## src/rtl/ula_pkg.sv

```systemverilog
// Shared definitions for the 8-bit accumulator ALU: command codes,
// handshake FSM states and flag bit positions inside the flag register.
package ula_pkg;

  typedef enum logic [2:0] {
    CMD_ADD  = 3'b000,
    CMD_AND  = 3'b001,
    CMD_OR   = 3'b010,
    CMD_NOT  = 3'b011,
    CMD_LOAD = 3'b100,
    CMD_CLR  = 3'b101,
    CMD_NOP0 = 3'b110,
    CMD_NOP1 = 3'b111
  } cmd_e;

  typedef enum logic [1:0] {
    ST_IDLE = 2'd0,
    ST_EXEC = 2'd1,
    ST_RESP = 2'd2
  } state_e;

  // Positions inside the 4-bit flag register.
  localparam int FLAG_C  = 0;
  localparam int FLAG_OV = 1;
  localparam int FLAG_Z  = 2;
  localparam int FLAG_N  = 3;
  localparam int FLAG_W  = 4;

endpackage

```

## src/rtl/ula_acc_core.sv

```systemverilog
// Combinational result and flag computation for one accumulator command.
// The accumulator register itself lives in the parent.
module ula_acc_core
  import ula_pkg::*;
(
  input  logic [7:0] acc,
  input  logic [7:0] operand,
  input  logic [2:0] cmd,
  output logic [7:0] r,
  output logic       c,
  output logic       ov,
  output logic       z,
  output logic       n
);

  logic [8:0] sum_s;

  // Select the result by command; carry/overflow are only meaningful for ADD.
  always_comb begin
    sum_s = {1'b0, acc} + {1'b0, operand};
    r     = acc;
    c     = 1'b0;
    ov    = 1'b0;
    case (cmd)
      CMD_ADD: begin
        r  = sum_s[7:0];
        c  = sum_s[8];
        ov = (acc[7] == operand[7]) && (sum_s[7] != acc[7]);
      end
      CMD_AND:  r = acc & operand;
      CMD_OR:   r = acc | operand;
      CMD_NOT:  r = ~acc;
      CMD_LOAD: r = operand;
      CMD_CLR:  r = 8'h00;
      default:  r = acc;
    endcase
    z = (r == 8'h00);
    n = r[7];
  end

endmodule

```

## src/rtl/ula_acc_8b.sv

```systemverilog
// 8-bit accumulator ALU with a valid/ready command port and a held result.
// FSM: IDLE accepts a command, EXEC updates acc/flags, RESP holds them
// until the consumer takes the result.
// Optional feature: define ULA_ACC_STICKY_OV_EN to build the sticky
// overflow register; otherwise ov_sticky is a constant 0.
module ula_acc_8b
  import ula_pkg::*;
#(
  parameter logic [7:0] ACC_INIT = 8'h00
) (
  input  logic       clk,
  input  logic       rst_n,
  input  logic       in_valid,
  output logic       in_ready,
  input  logic [2:0] cmd,
  input  logic [7:0] operand,
  output logic       out_valid,
  input  logic       out_ready,
  output logic [7:0] acc,
  output logic       c,
  output logic       ov,
  output logic       z,
  output logic       n,
  output logic       ov_sticky
);

  state_e              state_q, state_d;
  logic [2:0]          cmd_q, cmd_d;
  logic [7:0]          opnd_q, opnd_d;
  logic [7:0]          acc_q, acc_d;
  logic [FLAG_W-1:0]   flags_q, flags_d;
  logic                in_ready_q, in_ready_d;
  logic                out_valid_q, out_valid_d;

  logic [7:0]          core_r;
  logic                core_c, core_ov, core_z, core_n;

  ula_acc_core u_core (
    .acc     (acc_q),
    .operand (opnd_q),
    .cmd     (cmd_q),
    .r       (core_r),
    .c       (core_c),
    .ov      (core_ov),
    .z       (core_z),
    .n       (core_n)
  );

  // Next state, command capture and the EXEC-cycle register update.
  always_comb begin
    state_d = state_q;
    cmd_d   = cmd_q;
    opnd_d  = opnd_q;
    acc_d   = acc_q;
    flags_d = flags_q;
    case (state_q)
      ST_IDLE: begin
        if (in_valid) begin
          cmd_d   = cmd;
          opnd_d  = operand;
          state_d = ST_EXEC;
        end else begin
          state_d = ST_IDLE;
        end
      end
      ST_EXEC: begin
        acc_d            = core_r;
        flags_d[FLAG_C]  = core_c;
        flags_d[FLAG_OV] = core_ov;
        flags_d[FLAG_Z]  = core_z;
        flags_d[FLAG_N]  = core_n;
        state_d          = ST_RESP;
      end
      ST_RESP: begin
        if (out_ready) begin
          state_d = ST_IDLE;
        end else begin
          state_d = ST_RESP;
        end
      end
      default: state_d = ST_IDLE;
    endcase
    // Handshake outputs are registered from the next state so they are glitch-free.
    in_ready_d  = (state_d == ST_IDLE);
    out_valid_d = (state_d == ST_RESP);
  end

  // State and datapath registers with synchronous active-low reset.
  always_ff @(posedge clk) begin
    if (!rst_n) begin
      state_q          <= ST_IDLE;
      cmd_q            <= CMD_NOP0;
      opnd_q           <= 8'h00;
      acc_q            <= ACC_INIT;
      flags_q          <= '0;
      flags_q[FLAG_Z]  <= (ACC_INIT == 8'h00);
      in_ready_q       <= 1'b1;
      out_valid_q      <= 1'b0;
    end else begin
      state_q     <= state_d;
      cmd_q       <= cmd_d;
      opnd_q      <= opnd_d;
      acc_q       <= acc_d;
      flags_q     <= flags_d;
      in_ready_q  <= in_ready_d;
      out_valid_q <= out_valid_d;
    end
  end

`ifdef ULA_ACC_STICKY_OV_EN
  logic ov_sticky_q, ov_sticky_d;

  // Sticky overflow: set by an overflowing ADD, cleared only by CLR or reset.
  always_comb begin
    ov_sticky_d = ov_sticky_q;
    if (state_q == ST_EXEC) begin
      if (cmd_q == CMD_CLR) begin
        ov_sticky_d = 1'b0;
      end else if ((cmd_q == CMD_ADD) && core_ov) begin
        ov_sticky_d = 1'b1;
      end else begin
        ov_sticky_d = ov_sticky_q;
      end
    end else begin
      ov_sticky_d = ov_sticky_q;
    end
  end

  // Sticky overflow register.
  always_ff @(posedge clk) begin
    if (!rst_n) begin
      ov_sticky_q <= 1'b0;
    end else begin
      ov_sticky_q <= ov_sticky_d;
    end
  end

  assign ov_sticky = ov_sticky_q;
`else
  assign ov_sticky = 1'b0;
`endif

  assign in_ready  = in_ready_q;
  assign out_valid = out_valid_q;
  assign acc       = acc_q;
  assign c         = flags_q[FLAG_C];
  assign ov        = flags_q[FLAG_OV];
  assign z         = flags_q[FLAG_Z];
  assign n         = flags_q[FLAG_N];

endmodule

```

## config.mk

```make
export PLATFORM = sky130hd
export DESIGN_NAME = ula_acc_8b
export DESIGN_NICKNAME = d
export VERILOG_FILES = /design/src/rtl/ula_pkg.sv /design/src/rtl/ula_acc_core.sv /design/src/rtl/ula_acc_8b.sv
export SDC_FILE = /design/constraint.sdc
export NUM_CORES = 1
export LEC_CHECK = 0
export CAP_MARGIN = 20
export CORE_UTILIZATION = 35
export DETAILED_ROUTE_END_ITERATION = 7
export HOLD_SLACK_MARGIN = 0.06
export SYNTH_ARGS = -nofsm -noshare
export SYNTH_HDL_FRONTEND = slang
export SYNTH_SLANG_ARGS = --single-unit
```

## constraint.sdc

```tcl
create_clock -name clk -period 2.2 [get_ports clk]
set_clock_uncertainty 0.1 [all_clocks]
set_input_delay 0.66 -clock clk [delete_from_list [all_inputs] [get_ports clk]]
set_output_delay 0.66 -clock clk [all_outputs]
set_load 0.03 [all_outputs]
```

==> metrics.cfg, run 1 <==
[sta]
fmax_mhz = 438.1
hold_viol = 0
setup_viol = 2
tightest_slew_ns = 0.6529
final_max_slew_viol_count = 0
fin_crit_ns = 2.283
setup_ws_ns = -0.08273
max_slew_margin_pct = 56.47
grt_setup_unrepaired = true
fin_crit_sh_pct = 103.8
holdWs_ns = 0.3632

[clocking]
cts_buffers = 3
htreeDepth = 1
cts_num_sinks = 26
cts_tree = yes
root_buffer = clkbuf_8
clk_pin_slew_ns = 0.10
clk_latency_ns = 0.28
ctsHoldBuffers = 0
cts_buffer_depth = 2

[cells_and_area]
fillers = 510
final_common_cell = nand2_1
utilization_pct = 49.81
seq_area_sq_um = 535.5
area_delta_synth_final_pct = 35.55
post-route-cell-area_sq_um = 2576
multi_input_area_sq_um = 1301
drive_gt1_share_pct = 20.35
final_cell_mix = 40 x nand2_1, 27 x buf_4, 22 x clkdlybuf4s50_1
diodes = 0
fin_nets = 318

[power]
power_frac_seq_pct = 40.2
comb_power_share_pct = 32.0
p_leak_nw = 1.140
power_frac_clock_pct = 27.8
peakVddDrop_v = 0.0004166
sw_frac_of_total_pct = 32.46
p_switching_mw = 0.4321
p_int_mw = 0.8991
p_per_area_nw_per_um2 = 516.7

[grt]
grt_overflow = 0
grt_max_degree = 26
grt_pass1_vias = 1727
grtUsageTotal_pct = 19.20
grt_pass1_wl_mm = 8.162
antenna_found_initial = 0

[synth]
ys_seq_elements = 26
synth.avg_cell_area_sq_um = 7.952
synth_area_sq_um = 1901
synth_flop_cell = dfxtp_1
synth-edff-count = 0
ys_async_sr_fraction_pct = 0
synth_warnings = 0
yosysUniqueCellTypes = 49
syn_inst = 239
syn-num-nets = 271
yosysSeqAreaShare_pct = 27.39

[place]
gp_congestion = 0.8746
dpl-instance-area_sq_um = 2431
hpwl_mm = 3.711
place_ws_ns = -0.1821
io_buffers = 28

[drt]
drt-pass1-iter-count = 4
ant_nets = 0
drt_wl_total_mm = 4.961
via_per_inst = 5.087
wl_per_cell_microns = 13.97
drt_iter0_drc = 151
vias = 1806
drc_errors = 0

[worst_setup_path]
start_kind = flip-flop
critPathTopFamily = adder cells
cp_slowest_cell = mux4_2
cp.buffers_inverters = 0
max_stage_delay_ns = 0.48
path_max_fanout = 2
arrival_ns = 2.39
worstSetupPathType = flip-flop to flip-flop
crit_path_end_kind = flip-flop
cp_data_required_time_ns = 2.30
crit_path_cell_trace = ha_4 > fa_2 > xor2_1 > mux4_2 > a211oi_2 > nand3_1 > o31ai_2

[floorplanning]
core_sq_um = 5172
start_util_pct = 36.74
io_pins = 30
die_w_microns = 75.69
die_y_microns = 75.69
die-area_sq_um = 5729
num_rows = 26

[status]
outcome = finished, violations left
violations = negative setup slack

[flow_run]
max_cap_violations = 0

[min_path]
min_path_type = flip-flop to flip-flop

[synth_stat cells, drive strengths merged (2+ instances only)]
| cell type | number | share of area [%] |
|---|---|---|
| o41ai | 2 | 1.9 |
| o21a | 2 | 0.79 |
| buf | 8 | 2.3 |
| o31ai | 3 | 1.2 |
| a31oi | 3 | 0.99 |
| o21bai | 2 | 0.99 |
| inv | 20 | 3.9 |
| o311ai | 3 | 1.4 |
| and2 | 6 | 2.0 |
| o21ai | 12 | 3.2 |
| nand2b | 6 | 2.0 |
| a221oi | 2 | 0.92 |
| xor2 | 2 | 0.92 |
| o22ai | 2 | 0.66 |
| nand2 | 40 | 7.9 |
| dfxtp | 26 | 27 |
| mux2i | 7 | 3.7 |
| a211oi | 3 | 2.1 |
| a21boi | 12 | 4.7 |
| a32o | 2 | 1.1 |
| nor2 | 13 | 2.6 |
| nand3 | 4 | 1.1 |
| a22o | 2 | 0.92 |
| o211ai | 6 | 2.4 |
| clkbuf | 6 | 1.2 |
| a21oi | 7 | 1.8 |
| and3 | 4 | 1.3 |
| nor2b | 4 | 1.3 |
| ha | 16 | 11 |
| nor3 | 3 | 0.79 |
[path summary, 6_finish.rpt]
check	from	endpoint	slack, ns	cells after the start
worst max-delay path	acc[0]	flags_q[2]	-0.08	7
worst min-delay path	flags_q[0]	flags_q[0]	0.36	2
worst max register to register	acc[0]	flags_q[2]	-0.08	7
worst min register to register	flags_q[0]	flags_q[0]	0.36	2
[per-stage QoR]
stage | setup TNS, ns | cells | total power [mW]
2_1_floorplan | -0.1046 | 239 | 0.7976
3_3_place_gp | -0.09197 | 349 | 0.9490
3_5_place_dp | -0.1821 | 349 | 0.9523
4_1_cts | -0.07241 | 354 | 1.323
5_1_grt | -0.3609 | 355 | 1.404
6_report | -0.09382 | 355 | 1.331
[area by class of cell]
type,instances,share of cell area (%)
multi-input cells,179,50.51
repair buffers,56,19.82
well taps,70,3.400
flip-flops and latches,26,20.79
inverters,20,2.914
clock buffers,4,2.574
[cells by family after synthesis]
logic type / after synthesis / share of synthesized area [%]
adder cells (fa/ha/maj): 17 / 11.59
multiplexers: 8 / 4.872
flip-flops: 26 / 27.39
buffers and inverters: 34 / 7.438
other: 1 / 0.1973
XOR/XNOR: 3 / 1.383
AO/OA/AOI/OAI: 68 / 27.52
AND/OR/NAND/NOR: 82 / 19.62
[layer usage]
metal	vias up	routed length, microns	global-route usage, %
li1	924	-	-
met1	825	2368	25.65
met2	55	2310	33.13
met3	2	265	3.439
met4	0	17	2.675
met5	-	0	0
[worst register-to-register path: stages, from the launching register on]
cell      delay (ns)
dfxtp_4         0.37
ha_4            0.16
fa_2            0.35
xor2_1          0.16
mux4_2          0.48
a211oi_2        0.25
nand3_1         0.14
o31ai_2         0.20
[what timing repair did]
action	4_1_cts	5_1_grt
setup endpoints to repair	3	13
resized for setup	4	19
pin swaps	2	6
setup buffers	1	1
[state kept, by name, indices dropped and copies added (netlist names)]
name	count
opnd_q	8
in_ready	1
acc	8
out_valid	1
state_q	2
cmd_q	3
flags_q	3
[power groups by stage]
stage               Clock (mW)  Sequential [mW]  Combinational (mW)
floorplan                    0            0.560               0.238
global placement             0            0.545               0.404
detailed placement           0            0.545               0.407
CTS                      0.377            0.535               0.411
global route             0.394            0.541               0.469
finish                   0.371            0.535               0.425
Power figures use the tool's default switching activity.
==> run 2: changes to the inputs <==
Settings changed: CAP_MARGIN 20 to 40.
==> results of run 2 <==
Final layout, timing and power as in run 1 (identical DEF).
